<file path="src/rtl/dil_pkg.sv">
// Shared constants and state encoding for the coefficient stream unpacker.
package dil_pkg;

  localparam int COEF_W         = 23;
  localparam int Q              = 8380417;
  localparam int PAIRS_PER_POLY = 128;
  localparam int LANE0_OFF      = 0;
  localparam int LANE1_OFF      = 32;

  typedef enum logic [1:0] {
    IDLE  = 2'd0,
    RUN   = 2'd1,
    DRAIN = 2'd2,
    DONE  = 2'd3
  } unpack_state_t;

endpackage

</file>
<file path="src/rtl/sync_fifo_fwft.sv">
// First-word-fall-through synchronous FIFO; head entry is always on dout.
// rst clears storage and pointers, flush only empties the queue.
module sync_fifo_fwft #(
  parameter int WIDTH = 46,
  parameter int DEPTH = 4
) (
  input  logic             clk,
  input  logic             rst,
  input  logic             flush,
  input  logic             push,
  input  logic             pop,
  input  logic [WIDTH-1:0] din,
  output logic [WIDTH-1:0] dout,
  output logic             full,
  output logic             empty
);

  localparam int AW = $clog2(DEPTH);
  localparam logic [AW:0] DEPTH_C = (AW + 1)'(DEPTH);

  logic [WIDTH-1:0] mem_r [DEPTH];
  logic [AW-1:0]    wr_ptr_r;
  logic [AW-1:0]    rd_ptr_r;
  logic [AW:0]      count_r;
  logic             push_s;
  logic             pop_s;

  assign full   = (count_r == DEPTH_C);
  assign empty  = (count_r == '0);
  assign push_s = push && !full;
  assign pop_s  = pop && !empty;
  assign dout   = mem_r[rd_ptr_r];

  // Storage, pointers and occupancy; pointers wrap naturally since DEPTH is a power of two.
  always_ff @(posedge clk) begin
    if (rst) begin
      wr_ptr_r <= '0;
      rd_ptr_r <= '0;
      count_r  <= '0;
      for (int i = 0; i < DEPTH; i++) begin
        mem_r[i] <= '0;
      end
    end else if (flush) begin
      wr_ptr_r <= '0;
      rd_ptr_r <= '0;
      count_r  <= '0;
    end else begin
      if (push_s) begin
        mem_r[wr_ptr_r] <= din;
        wr_ptr_r        <= wr_ptr_r + AW'(1);
      end
      if (pop_s) begin
        rd_ptr_r <= rd_ptr_r + AW'(1);
      end
      case ({push_s, pop_s})
        2'b10:   count_r <= count_r + (AW + 1)'(1);
        2'b01:   count_r <= count_r - (AW + 1)'(1);
        default: count_r <= count_r;
      endcase
    end
  end

endmodule

</file>
<file path="src/rtl/coef_stream_unpack.sv">
// Unpacks 64-bit DMA words into buffered coefficient pairs, counts polynomials and checks framing.
// Optional COEF_RANGE_CHECK_EN adds a sticky per-word coefficient range check.
module coef_stream_unpack
  import dil_pkg::*;
#(
  parameter int COEF_W         = dil_pkg::COEF_W,
  parameter int Q              = dil_pkg::Q,
  parameter int FIFO_DEPTH     = 4,
  parameter int PAIRS_PER_POLY = dil_pkg::PAIRS_PER_POLY
) (
  input  logic              clk,
  input  logic              rst,
  input  logic              start,
  input  logic [3:0]        num_polys,
  input  logic              s_axis_tvalid,
  output logic              s_axis_tready,
  input  logic [63:0]       s_axis_tdata,
  input  logic              s_axis_tlast,
  output logic              Rm_tvalid,
  input  logic              Rm_tready,
  output logic [COEF_W-1:0] data_in_1,
  output logic [COEF_W-1:0] data_in_2,
  output logic              busy,
  output logic              done,
  output logic              frame_err,
  output logic              range_err
);

  localparam int PAIR_W = 2 * COEF_W;
  localparam int WC_W   = $clog2(PAIRS_PER_POLY);
  localparam logic [WC_W-1:0] WC_LAST = WC_W'(PAIRS_PER_POLY - 1);

  unpack_state_t     state_r;
  logic [WC_W-1:0]   word_cnt_r;
  logic [3:0]        poly_cnt_r;
  logic [3:0]        num_polys_r;
  logic              frame_err_r;
  logic              done_r;
  logic              fifo_full_s;
  logic              fifo_empty_s;
  logic              accept_s;
  logic              pop_s;
  logic              final_s;
  logic [COEF_W-1:0] lane0_s;
  logic [COEF_W-1:0] lane1_s;
  logic [PAIR_W-1:0] fifo_dout_s;

  assign lane0_s       = s_axis_tdata[LANE0_OFF +: COEF_W];
  assign lane1_s       = s_axis_tdata[LANE1_OFF +: COEF_W];
  assign s_axis_tready = (state_r == RUN) && !fifo_full_s;
  assign accept_s      = s_axis_tvalid && s_axis_tready;
  assign Rm_tvalid     = !fifo_empty_s;
  assign pop_s         = Rm_tvalid && Rm_tready;
  assign final_s       = (poly_cnt_r == num_polys_r - 4'd1) && (word_cnt_r == WC_LAST);
  assign data_in_1     = fifo_dout_s[COEF_W-1:0];
  assign data_in_2     = fifo_dout_s[PAIR_W-1:COEF_W];
  assign busy          = (state_r != IDLE);
  assign done          = done_r;
  assign frame_err     = frame_err_r;

  sync_fifo_fwft #(
    .WIDTH (PAIR_W),
    .DEPTH (FIFO_DEPTH)
  ) u_fifo (
    .clk   (clk),
    .rst   (rst),
    .flush (start),
    .push  (accept_s),
    .pop   (pop_s),
    .din   ({lane1_s, lane0_s}),
    .dout  (fifo_dout_s),
    .full  (fifo_full_s),
    .empty (fifo_empty_s)
  );

  // Transfer FSM; a start in any state aborts and restarts, suppressing done for the old transfer.
  always_ff @(posedge clk) begin
    if (rst) begin
      state_r     <= IDLE;
      word_cnt_r  <= '0;
      poly_cnt_r  <= 4'd0;
      num_polys_r <= 4'd0;
      frame_err_r <= 1'b0;
      done_r      <= 1'b0;
    end else if (start) begin
      word_cnt_r  <= '0;
      poly_cnt_r  <= 4'd0;
      num_polys_r <= num_polys;
      frame_err_r <= 1'b0;
      if (num_polys == 4'd0) begin
        state_r <= DONE;
        done_r  <= 1'b1;
      end else begin
        state_r <= RUN;
        done_r  <= 1'b0;
      end
    end else begin
      case (state_r)
        IDLE: begin
          done_r <= 1'b0;
        end
        RUN: begin
          done_r <= 1'b0;
          if (accept_s) begin
            if (s_axis_tlast != final_s) begin
              frame_err_r <= 1'b1;
            end
            if (word_cnt_r == WC_LAST) begin
              word_cnt_r <= '0;
              poly_cnt_r <= poly_cnt_r + 4'd1;
            end else begin
              word_cnt_r <= word_cnt_r + WC_W'(1);
            end
            if (final_s) begin
              state_r <= DRAIN;
            end
          end
        end
        DRAIN: begin
          if (fifo_empty_s) begin
            state_r <= DONE;
            done_r  <= 1'b1;
          end
        end
        DONE: begin
          state_r <= IDLE;
          done_r  <= 1'b0;
        end
        default: begin
          state_r <= IDLE;
          done_r  <= 1'b0;
        end
      endcase
    end
  end

`ifdef COEF_RANGE_CHECK_EN
  localparam logic [COEF_W-1:0] Q_C = COEF_W'(Q);

  logic range_bad_s;
  logic range_err_r;

  assign range_bad_s = (lane0_s >= Q_C) || (lane1_s >= Q_C) ||
                       (s_axis_tdata[LANE1_OFF-1:LANE0_OFF+COEF_W] != '0) ||
                       (s_axis_tdata[63:LANE1_OFF+COEF_W] != '0);
  assign range_err   = range_err_r;

  // Sticky range flag, cleared by reset or a new start.
  always_ff @(posedge clk) begin
    if (rst) begin
      range_err_r <= 1'b0;
    end else if (start) begin
      range_err_r <= 1'b0;
    end else if (accept_s && range_bad_s) begin
      range_err_r <= 1'b1;
    end else begin
      range_err_r <= range_err_r;
    end
  end
`else
  logic unused_upper_s;

  assign unused_upper_s = ^{s_axis_tdata[LANE1_OFF-1:LANE0_OFF+COEF_W],
                            s_axis_tdata[63:LANE1_OFF+COEF_W], Q[0]};
  assign range_err      = 1'b0;
`endif

endmodule

</file>
<file path="config.mk">
export PLATFORM = sky130hd
export DESIGN_NAME = coef_stream_unpack
export DESIGN_NICKNAME = d
export VERILOG_FILES = /design/src/rtl/dil_pkg.sv /design/src/rtl/sync_fifo_fwft.sv /design/src/rtl/coef_stream_unpack.sv
export SDC_FILE = /design/constraint.sdc
export NUM_CORES = 1
export LEC_CHECK = 0
export CELL_PAD_IN_SITES_DETAIL_PLACEMENT = 0
export CELL_PAD_IN_SITES_GLOBAL_PLACEMENT = 1
export CORE_ASPECT_RATIO = 1.5
export CORE_UTILIZATION = 35
export DETAILED_ROUTE_END_ITERATION = 8
export PLACE_DENSITY = 0.66
export SLEW_MARGIN = 20
export SYNTH_ARGS = -nofsm -noshare
export SYNTH_HDL_FRONTEND = slang
export SYNTH_SLANG_ARGS = --single-unit
</file>
<file path="constraint.sdc">
create_clock -name clk -period 3.7 [get_ports clk]
set_clock_uncertainty 0.2 [all_clocks]
set_input_delay 0.555 -clock clk [delete_from_list [all_inputs] [get_ports clk]]
set_output_delay 0.555 -clock clk [all_outputs]
set_load 0.03 [all_outputs]
</file>
==> flow_metrics.py <==
metrics = {
    "status": {
        "status": "complete, no violations",
    },
    "floorplan": {
        "io_pins": 126,
        "fp.dieW_um": 136,
        "dieArea_um2": 27700,
        "rows": 73,
        "dieHeight_um": 203,
        "floorplan.initialDensity": 0.357,
        "coreArea_um2": 26500,
    },
    "power_and_ir_drop": {
        "seq_power_share": 0.524,
        "clockPowerShare": 0.400,
        "sw_frac_of_total": 0.213,
        "combPwrFrac": 0.075,
        "p_per_area_nw_per_um2": 445,
        "p_int_mw": 4.06,
        "power.switching_mw": 1.10,
        "ir_worst_vdd_mv": 0.289,
        "leakagePower_nw": 4.09,
    },
    "setup_path": {
        "start_kind": "flop",
        "r2r_start": "u_fifo.count_r[2]$_SDFFE_PP0P_",
        "cp-endpoint": "data_in_1[6]",
        "r2r-end": "u_fifo.count_r[2]$_SDFFE_PP0P_",
        "r2r_cells": 9,
        "required_ps": 2940,
        "reg2reg_slack_ps": 930,
        "crit_type": "flop to primary output",
        "endpoint_kind": "primary output",
        "crit_fanout": 16,
        "cp.arrival_ps": 2550,
    },
    "sta": {
        "rsz0062_at_grt": "false",
        "max_freq_mhz": 303,
        "setup_ws_ps": 396,
        "setup_tns_ps": 0,
        "worst_slew_pin_slew_ps": 558,
        "slew_headroom": 0.628,
        "post-route-period-util": 0.893,
        "final_hold_viol_count": 0,
        "finalSetupViolCount": 0,
        "fin_crit_ps": 3300,
        "slew_violations": 0,
    },
    "yosys": {
        "synth_top_area_cell": "edfxtp_1",
        "yosysUniqueCellTypes": 54,
        "yosys_most_used_dff": "edfxtp_1",
        "synth_area_leaders": "edfxtp_1 58%, and2_1 12%, mux4_2 11%",
        "yosys-top-cells-count": "186 x and2_1, 184 x edfxtp_1, 46 x mux4_2",
        "synth_edf_count": 184,
        "synth_top_area_frac": 0.584,
        "syn_avg_cell_area_um2": 15.3,
        "yosysMostFrequentCell": "and2_1",
        "syn-num-nets": 696,
        "ys_ff_latch": 212,
        "syn_inst": 617,
        "yosysWarnings": 0,
        "async_flop_share": 0,
        "netlist_area_um2": 9450,
        "ys_seq_area_frac": 0.644,
    },
    "route": {
        "ant_nets": 0,
        "post_drt_wl_per_cell_um": 19.1,
        "wl_um": 20700,
        "num_vias": 5389,
        "viasPerCell": 4.99,
        "drt_iter0_drc": 284,
        "drt_pre_antenna_iters": 4,
        "drc_errors": 0,
    },
    "place": {
        "pre_cts_slack_ps": 657,
        "finalWeightedCongestion": 0.794,
        "port-buffer-count": 106,
        "dp_hpwl_um": 12200,
    },
    "cts": {
        "post-cts-setup-buffers": 0,
        "clk_latency_ps": 480,
        "cts_made_buffers": 21,
        "clk_path_buf_depth": 3,
        "clock-sinks": 212,
        "cts_tree": "yes",
        "post_cts_resized": 0,
        "hold_buffers": 0,
        "cts-root-buf": "clkbuf_16",
        "clk_pin_slew_ps": 60,
        "htreeDepth": 1,
    },
    "grt": {
        "grt_pass1_vias": 5861,
        "met2_usage": 0.287,
        "overflow": 0,
        "grt_util_all_layers": 0.153,
        "grt_start_max_net_pins": 47,
        "antenna_found_initial": 1,
        "grt_pass1_wl_um": 31700,
        "grtUsageMet3": 0.0276,
        "grt_busiest_layer": "met2",
        "gr-usage-met1": 0.169,
    },
    "layout": {
        "fillCellCount": 2368,
        "drive_gt1_frac": 0.153,
        "syn2layout_area_growth_pct": 22.5,
        "diodes": 0,
        "final_nets": 808,
        "final_core_util": 0.437,
    },
    "min_path": {
        "hold_class": "flop to flop",
    },
    "run": {
        "drv_cap": 0,
    },
}
==> power by group through the flow <==
stage / sequential, mW / combinational [mW] / clock [mW]
2_1_floorplan: 2.75 / 0.200 / 0
3_3_place_gp: 2.75 / 0.388 / 0
3_5_place_dp: 2.76 / 0.393 / 0
4_1_cts: 2.71 / 0.395 / 2.11
5_1_grt: 2.71 / 0.414 / 2.20
6_report: 2.70 / 0.388 / 2.06
==> state kept, by name, summed over array words and instances, names as in the netlist, named ones only <==
signal / count
u_fifo.count_r: 3
state_r: 2
num_polys_r: 4
u_fifo.rd_ptr_r: 2
poly_cnt_r: 4
u_fifo.mem_r: 184
frame_err: 1
done: 1
u_fifo.wr_ptr_r: 2
word_cnt_r: 7
==> worst max-delay path, stage by stage, from the launching register on <==
cell,delay (ps)
dfxtp_4,570
buf_4,320
mux4_2,550
clkdlybuf4s50_1,610
==> metrics by stage <==
step	area, um^2	total power, mW	std cells	hold WS (ps)
after floorplan	9450	2.95	617	249
after global placement	10900	3.14	1043	266
after detailed placement	10900	3.15	1043	287
after CTS	11600	5.22	1080	298
after global routing	11600	5.33	1080	308
final	11600	5.16	1080	304
==> cell families after synthesis <==
kind of cell / count (synthesis) / synth area share
other cells: 1 / 0.000397
mux: 51 / 0.115
xor+xnor: 16 / 0.0148
flops: 212 / 0.644
compound gates: 28 / 0.0208
buf+inv: 44 / 0.0267
simple gates: 260 / 0.171
fa+ha+maj: 5 / 0.00741
==> cell usage in the layout (no fill, tap or decap), types with 3 or more instances in the layout <==
| cell type | count |
|---|---|
| and2_1 | 186 |
| edfxtp_1 | 184 |
| clkdlybuf4s50_1 | 106 |
| mux4_2 | 46 |
| dfxtp_1 | 26 |
| nor2_1 | 22 |
| clkbuf_16 | 21 |
| buf_4 | 14 |
| xor2_1 | 9 |
| nand3_1 | 9 |
| nand2_1 | 9 |
| a21oi_1 | 9 |
| inv_1 | 8 |
| xnor2_1 | 7 |
| or2_2 | 6 |
| mux2i_1 | 5 |
| clkbuf_1 | 5 |
| nand4_1 | 4 |
| ha_1 | 4 |
| clkinv_2 | 4 |
| buf_12 | 4 |
| nor3_1 | 3 |
| o211ai_1 | 3 |
==> worst min-delay path by stage <==
stage,cells past startpoint,end,startpoint,slack [ps]
2_1_floorplan,2,word_cnt_r[1]$_SDFFE_PP0P_,word_cnt_r[1]$_SDFFE_PP0P_,250
3_3_place_gp,2,word_cnt_r[1]$_SDFFE_PP0P_,word_cnt_r[1]$_SDFFE_PP0P_,270
3_5_place_dp,2,word_cnt_r[1]$_SDFFE_PP0P_,word_cnt_r[1]$_SDFFE_PP0P_,290
4_1_cts,2,word_cnt_r[1]$_SDFFE_PP0P_,word_cnt_r[1]$_SDFFE_PP0P_,300
5_1_grt,2,word_cnt_r[1]$_SDFFE_PP0P_,word_cnt_r[1]$_SDFFE_PP0P_,310
6_report,2,word_cnt_r[1]$_SDFFE_PP0P_,word_cnt_r[1]$_SDFFE_PP0P_,300
==> cell type report <==
cell class | count | area, um^2 | area share
clock inverter | 10 | 104 | 0.00897
inverter | 9 | 36.3 | 0.00313
multi-input combinational | 361 | 3130 | 0.270
tap | 337 | 422 | 0.0364
timing repair buffer | 124 | 1250 | 0.108
clock buffer | 27 | 558 | 0.0482
sequential | 212 | 6090 | 0.526
==> layer usage <==
metal / routed length, um / vias up
met5: 11 / -
met3: 1050 / 39
met1: 7750 / 2734
met4: 596 / 2
met2: 11300 / 123
li1: - / 2491
Power figures use the tool's default switching activity.
